File: src/rtl/ex_muldiv.sv
// ---------------------------------------------------------------------------
// ex_muldiv -- iterative multiply/divide unit for the execute stage.
//
// Computes a 64-bit product (MULTU/MULT) or a quotient/remainder pair
// (DIVU/DIV) into the HI/LO registers.  Each op takes one radix-2 step per
// cycle for WORD_W cycles, then one sign-fix cycle.  While an op runs the
// unit raises busy so the hazard logic can stall the pipeline.
//
// Ports:
//   CLK     in   clock, rising edge
//   nRST    in   synchronous active-low reset
//   start   in   launch an op (accepted in IDLE or DONE only)
//   op      in   00 MULTU, 01 MULT, 10 DIVU, 11 DIV
//   rs_val  in   multiplicand / dividend
//   rt_val  in   multiplier / divisor
//   flush   in   abort the in-flight op; HI/LO untouched, no done pulse
//   busy    out  op in progress (RUN or FIX)
//   done    out  one-cycle pulse after HI/LO were written
//   hi_out  out  HI register (product high word / remainder)
//   lo_out  out  LO register (product low word / quotient)
//
// Build option: define MULDIV_DIV_EN to include the divider.  Without it,
// only MULTU/MULT are accepted and divide requests are silently ignored.
// ---------------------------------------------------------------------------
module ex_muldiv #(
    parameter int WORD_W = 32
) (
    input  logic              CLK,
    input  logic              nRST,
    input  logic              start,
    input  logic [1:0]        op,
    input  logic [WORD_W-1:0] rs_val,
    input  logic [WORD_W-1:0] rt_val,
    input  logic              flush,
    output logic              busy,
    output logic              done,
    output logic [WORD_W-1:0] hi_out,
    output logic [WORD_W-1:0] lo_out
);

    localparam int ACC_W = 2 * WORD_W;
    localparam int CNT_W = $clog2(WORD_W);
    localparam logic [CNT_W-1:0] CNT_LAST = CNT_W'(WORD_W - 1);

    typedef enum logic [1:0] {S_IDLE, S_RUN, S_FIX, S_DONE} state_t;

    state_t             state_q, state_d;
    logic [CNT_W-1:0]   cnt_q, cnt_d;
    logic [ACC_W-1:0]   acc_q, acc_d;     // {hi, lo} working register
    logic [WORD_W-1:0]  opd_q, opd_d;     // |multiplicand| or |divisor|
    logic               neg_q_q, neg_q_d; // negate product / quotient
    logic [WORD_W-1:0]  hi_q, hi_d;
    logic [WORD_W-1:0]  lo_q, lo_d;
`ifdef MULDIV_DIV_EN
    logic               neg_a_q, neg_a_d; // dividend sign -> remainder sign
    logic               is_div_q, is_div_d;
`endif

    logic signed [WORD_W-1:0] rs_s, rt_s;
    logic                     a_neg, b_neg, accept;

    function automatic logic [WORD_W-1:0] cond_neg(input logic [WORD_W-1:0] v,
                                                   input logic neg);
        return neg ? (~v + WORD_W'(1)) : v;
    endfunction

    function automatic logic [ACC_W-1:0] cond_neg2(input logic [ACC_W-1:0] v,
                                                   input logic neg);
        return neg ? (~v + ACC_W'(1)) : v;
    endfunction

    // Shift-add: multiplier sits in the low half and is consumed LSB first;
    // the carry out of the add becomes the new MSB as everything shifts right.
    function automatic logic [ACC_W-1:0] mul_step(input logic [ACC_W-1:0] acc,
                                                  input logic [WORD_W-1:0] b);
        logic [WORD_W:0] sum;
        sum = {1'b0, acc[ACC_W-1:WORD_W]} + (acc[0] ? {1'b0, b} : '0);
        return {sum, acc[WORD_W-1:1]};
    endfunction

`ifdef MULDIV_DIV_EN
    // Restoring division: trial-subtract the divisor from the shifted
    // remainder (WORD_W+1 bits, so the borrow is the MSB).  A zero divisor
    // always succeeds, giving quotient all-ones and remainder = dividend.
    function automatic logic [ACC_W-1:0] div_step(input logic [ACC_W-1:0] acc,
                                                  input logic [WORD_W-1:0] b);
        logic [WORD_W:0] trial;
        trial = acc[ACC_W-1:WORD_W-1] - {1'b0, b};
        if (!trial[WORD_W])
            return {trial[WORD_W-1:0], acc[WORD_W-2:0], 1'b1};
        else
            return {acc[ACC_W-2:0], 1'b0};
    endfunction
`endif

    assign rs_s  = rs_val;
    assign rt_s  = rt_val;
    assign a_neg = op[0] && (rs_s < 0);
    assign b_neg = op[0] && (rt_s < 0);

`ifdef MULDIV_DIV_EN
    assign accept = start && !flush && ((state_q == S_IDLE) || (state_q == S_DONE));
`else
    assign accept = start && !flush && !op[1] &&
                    ((state_q == S_IDLE) || (state_q == S_DONE));
`endif

    always_comb begin
        state_d = state_q;
        cnt_d   = cnt_q;
        acc_d   = acc_q;
        opd_d   = opd_q;
        neg_q_d = neg_q_q;
        hi_d    = hi_q;
        lo_d    = lo_q;
`ifdef MULDIV_DIV_EN
        neg_a_d  = neg_a_q;
        is_div_d = is_div_q;
`endif
        if (flush) begin
            state_d = S_IDLE;
        end else begin
            case (state_q)
                S_IDLE, S_DONE: begin
                    state_d = S_IDLE;
                    if (accept) begin
                        state_d = S_RUN;
                        cnt_d   = '0;
                        acc_d   = {{WORD_W{1'b0}}, cond_neg(rs_val, a_neg)};
                        opd_d   = cond_neg(rt_val, b_neg);
                        // A zero divisor keeps the all-ones quotient unsigned;
                        // for multiply a zero product is unaffected either way.
                        neg_q_d = (a_neg ^ b_neg) && (rt_val != '0);
`ifdef MULDIV_DIV_EN
                        neg_a_d  = a_neg;
                        is_div_d = op[1];
`endif
                    end
                end
                S_RUN: begin
`ifdef MULDIV_DIV_EN
                    acc_d = is_div_q ? div_step(acc_q, opd_q) : mul_step(acc_q, opd_q);
`else
                    acc_d = mul_step(acc_q, opd_q);
`endif
                    cnt_d = cnt_q + CNT_W'(1);
                    if (cnt_q == CNT_LAST)
                        state_d = S_FIX;
                end
                S_FIX: begin
                    {hi_d, lo_d} = cond_neg2(acc_q, neg_q_q);
`ifdef MULDIV_DIV_EN
                    if (is_div_q) begin
                        lo_d = cond_neg(acc_q[WORD_W-1:0], neg_q_q);
                        hi_d = cond_neg(acc_q[ACC_W-1:WORD_W], neg_a_q);
                    end
`endif
                    state_d = S_DONE;
                end
                default: state_d = S_IDLE;
            endcase
        end
    end

    // Control and architectural registers: reset to a clean idle state.
    always_ff @(posedge CLK) begin
        if (!nRST) begin
            state_q <= S_IDLE;
            cnt_q   <= '0;
            hi_q    <= '0;
            lo_q    <= '0;
        end else begin
            state_q <= state_d;
            cnt_q   <= cnt_d;
            hi_q    <= hi_d;
            lo_q    <= lo_d;
        end
    end

    // Working datapath: always reloaded on accept, so no reset needed.
    always_ff @(posedge CLK) begin
        acc_q   <= acc_d;
        opd_q   <= opd_d;
        neg_q_q <= neg_q_d;
`ifdef MULDIV_DIV_EN
        neg_a_q  <= neg_a_d;
        is_div_q <= is_div_d;
`endif
    end

    assign busy   = (state_q == S_RUN) || (state_q == S_FIX);
    assign done   = (state_q == S_DONE);
    assign hi_out = hi_q;
    assign lo_out = lo_q;

endmodule
File: config.mk
export PLATFORM = sky130hd
export DESIGN_NAME = ex_muldiv
export DESIGN_NICKNAME = d
export VERILOG_FILES = /design/src/rtl/ex_muldiv.sv
export SDC_FILE = /design/constraint.sdc
export NUM_CORES = 1
export LEC_CHECK = 0
export ABC_CLOCK_PERIOD_IN_PS = 10950
export BUFFER_PORTS_ARGS = -buffer_cell sky130_fd_sc_hd__buf_2
export CAP_MARGIN = 15
export CORE_MARGIN = 3
export CORE_UTILIZATION = 55
export DETAILED_ROUTE_END_ITERATION = 8
export HOLD_SLACK_MARGIN = 0.1
export PLACE_DENSITY = 0.86
export SLEW_MARGIN = 20
export SYNTH_ARGS = -nofsm -noshare
export SYNTH_HDL_FRONTEND = slang
export SYNTH_SLANG_ARGS = --single-unit
File: constraint.sdc
create_clock -name CLK -period 10.95 [get_ports CLK]
set_input_delay 2.19 -clock CLK [delete_from_list [all_inputs] [get_ports CLK]]
set_output_delay 2.19 -clock CLK [all_outputs]
set_load 0.01 [all_outputs]
# == Yosys cells after proc, flatten, opt, wreduce, memory -nomap -nowiden ==
# Cells that the tools add are included.
# word_totals
register_bits,168
in_bits,70
wordCells,55
# classes
n_addsub,5
magnitude_cmp,2
eq_ne,6
muxes,11
n_bitwise,6
reduce_logical,18
# ops
cell,n
2-to-1 mux 64 bit,2
one-hot mux 64 bit (2 select lines),1
2-to-1 mux 32 bit,3
"adder 32 x 1 -> 32 bit, second input constant",2
"adder 64 x 1 -> 64 bit, second input constant",1
"less-than comparator 32 x 1 -> 1 bit, second input constant",2
inverter 32 bit,2
inverter 64 bit,1
adder 32 x 32 -> 33 bit,1
nonzero test 32 bit,1
one-hot mux 5 bit (2 select lines),1
logical AND 1 bit,6
one-hot mux 2 bit (3 select lines),1
AND reduction 3 bit,2
"adder 5 x 1 -> 5 bit, second input constant",1
"== test 5 bit, second input constant",1
2-to-1 mux 5 bit,1
"== test 2 bit, second input constant",2
"!= test 2 bit, second input constant",2
OR reduction 2 bit,2
"== test 2 x 1 -> 1 bit, second input constant",1
logical NOT 1 bit,2
logical NOT 2 bit,1
logical OR 1 bit,2
6 further kinds,7

# == Logic depth before layout (Yosys ltp) ==
# Gate-level depths: netlist of the first run.
# depth
ltp_word,6
ltp_mapped,12

# == Worst setup path before layout of the first run ==
# OpenSTA, ideal clock, no wires.
# synth_timing
path_kind,input port to flip-flop
from,in op[1]
to,reg cnt_q[2]
arrival_time_ns,8.431
t_required_ns,10.885
setup_slack_ns,2.454
cell_stages,6
path_buffers,0
path_cell_list,nand2b_1 a211oi_1 nand2_1 nor3b_1 a21oi_1 nor2b_1
# synth_via
elab_chain_len,5
# synth_rtl
element,line_no,rtl
start: declaration,31,"input logic [1:0] op,"
logical NOT 1 bit,104,assign accept = start && !flush && !op[1] &&
logical AND 1 bit (2 in series),104,
!= test 2 bit (no source line),-,
AND reduction 3 bit (no source line),-,
end signal: assignment,174,cnt_q <= cnt_d;
end: declaration,48,"logic [CNT_W-1:0] cnt_q, cnt_d;"
# No other way between the ends.
# A chain may end at the register's enable or synchronous reset.

# == Worst setup path in the final report of the first run ==
# layout_timing
from,in rs_val[3]
to,"reg acc_q[29], data pin"
# layout_via
elab_chain_len,5
word_cells_on_any_way,7
# layout_rtl
element,line_no,rtl
start: declaration,32,"input logic [WORD_W-1:0] rs_val,"
inverter 32 bit or less-than comparator 32 x 1 -> 1 bit (tied branches),"64, 98",
adder 32 x 1 -> 32 bit or logical AND 1 bit (tied branches),"64, 98",
2-to-1 mux 32 bit (*),64,return neg ? (~v + WORD_W'(1)) : v;
2-to-1 mux 64 bit (*),126,if (accept) begin
one-hot mux 64 bit (2 select lines) (*),123,case (state_q)
end signal: assignment,182,acc_q <= acc_d;
end: declaration,49,"logic [ACC_W-1:0] acc_q, acc_d;"
# Mark *: on every way between the ends. The rest lies on a longest branch, timed or not. The select of a mux whose other input is x is not followed.

==> flow_summary.json, run 1 <==
{
  "ys_types": 67,
  "yosysMostFrequentCell": "nand2_1",
  "relSlewSlack_pct": 34.3,
  "synth_nets": 1291,
  "drt_pass1_iterations": 6,
  "synthFlopType": "edfxtp_1",
  "dp_hpwl_um": 20400,
  "synthArstFlopShare_pct": 0,
  "synth_edf_count": 97,
  "leakage_nw": 5.09,
  "critPathLaunchType": "input pin",
  "wirelength_um": 27700,
  "yosysSeqAreaShare_pct": 40.2,
  "clockBufferDepth": 2,
  "core-area_um2": 19000,
  "vias_per_cell": 6.01,
  "synthCells": 1179,
  "critPathMaxFanout": 6,
  "fin_skew_ps": 9.90,
  "rows": 50,
  "end_kind": "flip-flop",
  "setup-tns-final_ps": 0,
  "hold-worst-slack_ps": 454,
  "hold_viol": 0,
  "cp.required_ps": 11140,
  "synth_area_leaders": "edfxtp_1 27%, dfxtp_1 13%, xor2_1 7.2%, nand2_1 5.4%, o21ai_0 5.1%",
  "rsz0062_at_grt": "no",
  "layout.cells.non_filler": 1555,
  "vias": 9338,
  "ant_nets": 0,
  "critPathKind": "in -> reg",
  "timing.fmax_mhz": 222,
  "fin_util_pct": 64.4,
  "dp.cells": 1523,
  "arrival_ps": 4700,
  "htreeDepth": 4,
  "vdd_drop_max_mv": 0.104,
  "io_pins": 136,
  "track_usage_pct": 25.4,
  "drt_iter0_markers": 1028,
  "gr-max-usage-layer": "met2",
  "cts_setup_buffers": 0,
  "cts_tree": "yes",
  "fin_nets": 1394,
  "area_growth_pct": 13.4,
  "yosys_warnings": 0,
  "die_area_um2": 21300,
  "start_util_pct": 56.9,
  "ys_top_cells_by_count": "154 x nand2_1, 110 x o21ai_0, 97 x edfxtp_1, 88 x xor2_1, 71 x dfxtp_1",
  "die_y_um": 146,
  "hold_path.class": "reg -> reg",
  "port_buffers": 135,
  "powerDensity_nw_per_um2": 123,
  "maxCapViolations": 0,
  "worstSkewPairLatency_ps": 440,
  "syn_area_per_cell_um2": 9.14,
  "synth_top_area_cell": "edfxtp_1",
  "slew_violations": 0,
  "final-setup-viol-count": 0,
  "synth_top_area_share_pct": 27.0,
  "clkTransAtPathRegs_ps": 70,
  "num_antenna_cells": 0,
  "grt_pass1_vias": 8549,
  "cts_hold_buf": 0,
  "drive_above_1_share_pct": 15.9,
  "die_w_um": 146,
  "met3_usage_pct": 3.64,
  "r2r_setup_slack_ps": 6910,
  "clock_sinks": 168,
  "cts_root_buf": "clkbuf_16",
  "run_status": "finished, final reports clean",
  "min_period_over_period_pct": 41.2,
  "grt.overflow.total": 0,
  "grt_max_degree": 85,
  "routedWlPerCell_um": 17.8,
  "use_met2_pct": 40.4,
  "finalCriticalPeriod_ps": 4510,
  "synth_area_um2": 10800,
  "grt_use_met1_pct": 35.8,
  "place_congestion": 0.978,
  "drc": 0,
  "ctsResizeCount": 0,
  "tightest_slew_ps": 981,
  "antenna_found_initial": 0,
  "cts_buffers": 17,
  "grt_first_pass_wirelength_um": 44200,
  "ys_ff_latch": 168
}
[per-stage QoR]
step                      power (mW)  setup WS (ps)  cell area (um2)
final                           1.50           6440            12200
after global routing            1.55           6250            12200
after CTS                       1.50           6510            12200
after detailed placement       0.907           6050            11600
after global placement         0.901           6200            11600
after floorplan                0.846           2450            10800
[layout by cell type, fill, tap and decap left out, drive strengths merged, types with 19 or more instances in the layout]
cell and n:
o211a 30, nand2b 19, nor2 66, dfxtp 71, xor2 88, nor3 24, a21oi 69, and2 41
xnor2 50, o31ai 22, edfxtp 97, buf 141, nand2 154, clkbuf 19, o41ai 21, inv 30
o21ai 115, ha 41
[sequential cells by signal (all words and copies together) (netlist names)]
name     count
acc_q       64
cnt_q        5
hi_out      32
lo_out      32
neg_q_q      1
opd_q       32
state_q      2
[power breakdown]
part	switching [mW]	internal, mW
Clock	0.279	0.321
Sequential	0.0196	0.691
Combinational	0.112	0.0748
[worst paths after layout]
check / depth (start not counted) / endpoint / startpoint
min reg2reg: 2 / hi_out[29] / hi_out[29]
max: 8 / acc_q[29] / rs_val[3]
max reg2reg: 11 / acc_q[61] / acc_q[0]
min: 2 / hi_out[29] / hi_out[29]
[cells by family after synthesis]
group | after synthesis | share of synthesized area, %
compound gates | 319 | 19.6
xor+xnor | 138 | 11.2
simple gates | 419 | 19.6
flops | 168 | 40.2
fa+ha+maj | 42 | 4.95
buf+inv | 76 | 2.73
mux | 17 | 1.65
[layout make-up]
cell class / instances / area [um2]
well taps: 260 / 325
clock inverters: 13 / 121
repair buffers: 141 / 721
multi-input cells: 935 / 6180
flip-flops and latches: 168 / 4330
clock buffers: 19 / 464
fillers: 1554 / 6740
inverters: 19 / 71.3
[routing by layer]
layer | routed length [um] | up-vias | part of all wire (%)
li1 | - | 4521 | -
met1 | 12300 | 4368 | 44
met2 | 12600 | 395 | 46
met3 | 2000 | 54 | 7.2
met4 | 758 | 0 | 2.7
met5 | 0 | - | 0
[worst max-delay path, stage by stage]
cell	delay (ps)
buf_2	130
nor4_1	430
nor4b_2	500
nand3b_1	290
nor3b_1	550
a31oi_1	180
xor2_1	170
mux2_2	270
No activity file was read; power rests on OpenSTA's default activity.
==> inputs of run 2 (changes only) <==
ABC_CLOCK_PERIOD_IN_PS = 3800   (was 10950)
CORE_UTILIZATION = 53   (was 55)
PLACE_DENSITY = 0.87   (was 0.86)
clock period = 3.8 ns   (was 10.95 ns; I/O delays follow)
==> flow_summary.json, run 2 (synthesized netlist as in run 1, its figures left out) <==
{
  "run_status": "finished, final reports clean",
  "place_congestion": 0.917,
  "crit-reg2reg-launch": "acc_q[0]",
  "path_cells": "and2_1 > ha_1 > fa_1 > a21o_1 > a211oi_1 > o211ai_1 > a221o_1 > a31oi_1 > a31oi_1 > mux2i_1",
  "r2r_setup_slack_ps": 420,
  "wirelength_um": 27800,
  "io_pins": 136,
  "hold-worst-slack_ps": 449,
  "core-area_um2": 19700,
  "die_y_um": 149,
  "layout_commonest_cell": "nand2_1",
  "p_seq_share_pct": 48.2,
  "power_mw": 4.25,
  "drt_iter0_markers": 992,
  "worstSkewPairLatency_ps": 440,
  "cts_tree": "yes",
  "track_usage_pct": 24.8,
  "dp.cells": 1537,
  "vdd_drop_max_mv": 0.405,
  "r2r_cells": 10,
  "setup-tns-final_ps": 0,
  "powerDensity_nw_per_um2": 346,
  "crit_top_cell": "a31oi_1",
  "start_util_pct": 54.7,
  "routedWlPerCell_um": 17.7,
  "min_to": "hi_out[9]",
  "die_w_um": 149,
  "rsz0062_at_grt": "no",
  "grt_max_degree": 84,
  "grt_first_pass_wirelength_um": 44000,
  "ctsResizeCount": 0,
  "rows": 51,
  "timing.fmax_mhz": 296,
  "crit_family": "compound AO/OA/AOI/OAI gates",
  "clock_sinks": 168,
  "slew_violations": 0,
  "cts_root_buf": "clkbuf_16",
  "grt.overflow.total": 0,
  "end_kind": "flip-flop",
  "min_from": "hi_out[9]",
  "layout.cells.non_filler": 1570,
  "critPathKind": "reg -> reg",
  "drc": 0,
  "finalCriticalPeriod_ps": 3380,
  "final-seq-area_um2": 4330,
  "critPathLaunchType": "flip-flop",
  "critPathMaxFanout": 6,
  "maxCapViolations": 0,
  "worst_path_largest_cell_delay_ps": 470,
  "clkTransAtPathRegs_ps": 70,
  "antenna_found_initial": 1,
  "ant_nets": 0,
  "arrival_ps": 3560,
  "drive_above_1_share_pct": 16.3,
  "fin_nets": 1403,
  "power_frac_comb_pct": 12.8,
  "r2r-end": "acc_q[61]",
  "vias_per_cell": 5.98,
  "swShare_pct": 26.8,
  "multi_input_area_um2": 6180,
  "power.switching_mw": 1.14,
  "drt_pass1_iterations": 5,
  "clockBufferDepth": 2,
  "cts_hold_buf": 0,
  "area_growth_pct": 13.9,
  "pwr-share-clk_pct": 39.0,
  "cp.required_ps": 3980,
  "internal_power_mw": 3.11,
  "fillCellCount": 1596,
  "relSlewSlack_pct": 40.8,
  "slowest_stage": "a31oi_1",
  "fin_skew_ps": 9.93,
  "port_buffers": 135,
  "path_buf_inv": 0,
  "min_period_over_period_pct": 88.8,
  "vias": 9390,
  "tightest_slew_ps": 879,
  "hold_path.class": "reg -> reg",
  "leakage_nw": 5.13,
  "min_path_cells": 2,
  "grt_pass1_vias": 8542,
  "die_area_um2": 22100,
  "cts_buffers": 17,
  "cts_setup_buffers": 0,
  "hold_viol": 0,
  "final_cell_mix": "154 x nand2_1, 135 x buf_2, 110 x o21ai_0",
  "largest_reg_flops": 64,
  "top_register": "acc_q",
  "final-setup-viol-count": 0,
  "htreeDepth": 4,
  "dp_hpwl_um": 21000
}
==> run 2: power by group through the flow <==
stage	Sequential (mW)	Clock [mW]	Combinational, mW
6_report	2.05	1.66	0.545
3_5_place_dp	2.09	0	0.535
2_1_floorplan	2.07	0	0.364
4_1_cts	2.05	1.66	0.540
5_1_grt	2.05	1.74	0.602
3_3_place_gp	2.08	0	0.521
==> run 2: worst max-delay path by stage <==
stage                     startpoint   endpoint  depth (start not counted)
final                       acc_q[0]  acc_q[61]                         10
after global routing        acc_q[0]  acc_q[61]                         10
after CTS                   acc_q[0]  acc_q[61]                         10
after detailed placement   rs_val[3]  acc_q[29]                          8
after global placement      acc_q[0]  acc_q[61]                         10
after floorplan                op[1]   cnt_q[2]                          6
==> run 2: per-stage QoR <==
step	setup WS (ps)	cell area, um2	utilization, %
finish	425	12300	62.3
global route	208	12300	62.3
CTS	436	12300	62.2
detailed placement	443	11700	59.4
global placement	581	11700	59.4
floorplan	286	10800	-
==> run 2: cell type report <==
type,instances,share of cell area [%]
diodes,1,0.0204
clock buffers,20,3.81
clock inverters,12,0.683
inverters,19,0.581
multi-input cells,935,50.4
flip-flops and latches,168,35.3
well taps,265,2.70
repair buffers,150,6.52
==> run 2: routing by layer <==
metal	GRT usage [%]	part of all wire [%]
met2	39.3	45
met1	34.9	44
met4	9.05	3.1
met3	3.38	7.7
met5	0	0
==> run 2: tightest hold or removal path, stage by stage (launching register included) <==
cell	delay [ps]
dfxtp_1	320
nand2_1	40
o21ai_0	50
==> inputs of run 3 (changes only) <==
REMOVE_ABC_BUFFERS = 1   (was default)
==> flow_summary.json, run 3 (synthesized netlist as in run 1, its figures left out) <==
{
  "final_cell_mix": "154 x nand2_1, 135 x buf_2, 110 x o21ai_0",
  "drt_iter0_markers": 899,
  "critPathLaunchType": "flip-flop",
  "dp.cells": 1542,
  "hold_path.class": "reg -> reg",
  "antenna_found_initial": 0,
  "die_area_um2": 22100,
  "arrival_ps": 3560,
  "ctsResizeCount": 0,
  "cts_hold_buf": 0,
  "power_mw": 4.25,
  "path_buf_inv": 1,
  "wirelength_um": 26500,
  "vias_per_cell": 5.95,
  "crit_family": "compound AO/OA/AOI/OAI gates",
  "clockBufferDepth": 2,
  "drt_pass1_iterations": 6,
  "final-setup-viol-count": 0,
  "track_usage_pct": 24.0,
  "finalCriticalPeriod_ps": 3380,
  "vias": 9373,
  "critPathMaxFanout": 22,
  "slowest_stage": "edfxtp_1",
  "fin_nets": 1408,
  "crit_top_cell": "a21o_1",
  "relSlewSlack_pct": 51.9,
  "grt.overflow.total": 0,
  "critPathKind": "reg -> reg",
  "end_kind": "flip-flop",
  "run_status": "finished, final reports clean",
  "cp.required_ps": 3980,
  "final_area_um2": 12300,
  "hold-worst-slack_ps": 450,
  "min_period_over_period_pct": 89.0,
  "core-area_um2": 19700,
  "place_congestion": 0.953,
  "num_antenna_cells": 0,
  "drive_above_1_share_pct": 16.6,
  "dp_hpwl_um": 20000,
  "cts_buffers": 17,
  "clkTransAtPathRegs_ps": 70,
  "drc": 0,
  "path_cells": "buf_4 > and2_1 > ha_1 > a21o_1 > a21o_1 > a2111oi_0 > nor3_1 > a221o_1 > mux2_2 > a211o_1",
  "routedWlPerCell_um": 16.9,
  "hold_viol": 0,
  "io_pins": 136,
  "vdd_drop_max_mv": 0.292,
  "layout.cells.non_filler": 1574,
  "largest_reg_flops": 64,
  "area_growth_pct": 14.2,
  "grt_max_degree": 65,
  "setup-tns-final_ps": 0,
  "die_w_um": 149,
  "worstSkewPairLatency_ps": 430,
  "fin_skew_ps": 10.9,
  "cts_tree": "yes",
  "slew_violations": 0,
  "fin_util_pct": 62.4,
  "cts_root_buf": "clkbuf_16",
  "start_util_pct": 54.7,
  "post-place-ws_ps": 459,
  "timing.fmax_mhz": 296,
  "layout_commonest_cell": "nand2_1",
  "tightest_slew_ps": 720,
  "rsz0062_at_grt": "no",
  "powerDensity_nw_per_um2": 345,
  "cts_setup_buffers": 0,
  "place_area_um2": 11800,
  "worst_path_largest_cell_delay_ps": 530,
  "rows": 51,
  "htreeDepth": 4,
  "maxCapViolations": 0,
  "die_y_um": 149,
  "clock_sinks": 168,
  "postLayoutSetupSlackWorst_ps": 417,
  "grt_first_pass_wirelength_um": 43000,
  "ant_nets": 0,
  "leakage_nw": 5.15,
  "grt_pass1_vias": 8693,
  "port_buffers": 135,
  "top_register": "acc_q"
}
[run 3: final cells by class]
cell class / count / area (um2)
Fill cell: 1597 / 7410
Multi-Input combinational cell: 935 / 6180
Sequential cell: 168 / 4330
Timing Repair Buffer: 155 / 838
Clock buffer: 19 / 443
Tap cell: 265 / 332
Clock inverter: 13 / 116
Inverter: 19 / 71.3
[run 3: worst reg2reg max path, delay by kind of cell (launching register included)]
kind	cells	cell delay [ps]
mux	1	290
buf+inv	1	260
compound gates	5	1440
fa+ha+maj	1	360
flops	1	530
simple gates	2	280
[run 3: metal layers]
metal / wire [um] / global-route usage [%] / up-vias
met5: 0 / 0 / -
met4: 540 / 7.48 / 0
met3: 2210 / 3.32 / 39
met2: 12400 / 39.4 / 414
met1: 11300 / 33.1 / 4386
li1: - / - / 4534
[run 3: report_power, final]
group,switching [mW],total [mW],internal (mW)
Clock,0.737,1.66,0.925
Sequential,0.0534,2.05,1.99
Combinational,0.320,0.541,0.221
Total,1.11,4.25,3.14
[run 3: worst paths after layout]
kind | from | endpoint | slack (ps) | cells after the start
max reg2reg | acc_q[0] | acc_q[62] | 420 | 10
max | acc_q[0] | acc_q[62] | 420 | 10
min | hi_out[11] | hi_out[11] | 450 | 2
min reg2reg | hi_out[11] | hi_out[11] | 450 | 2
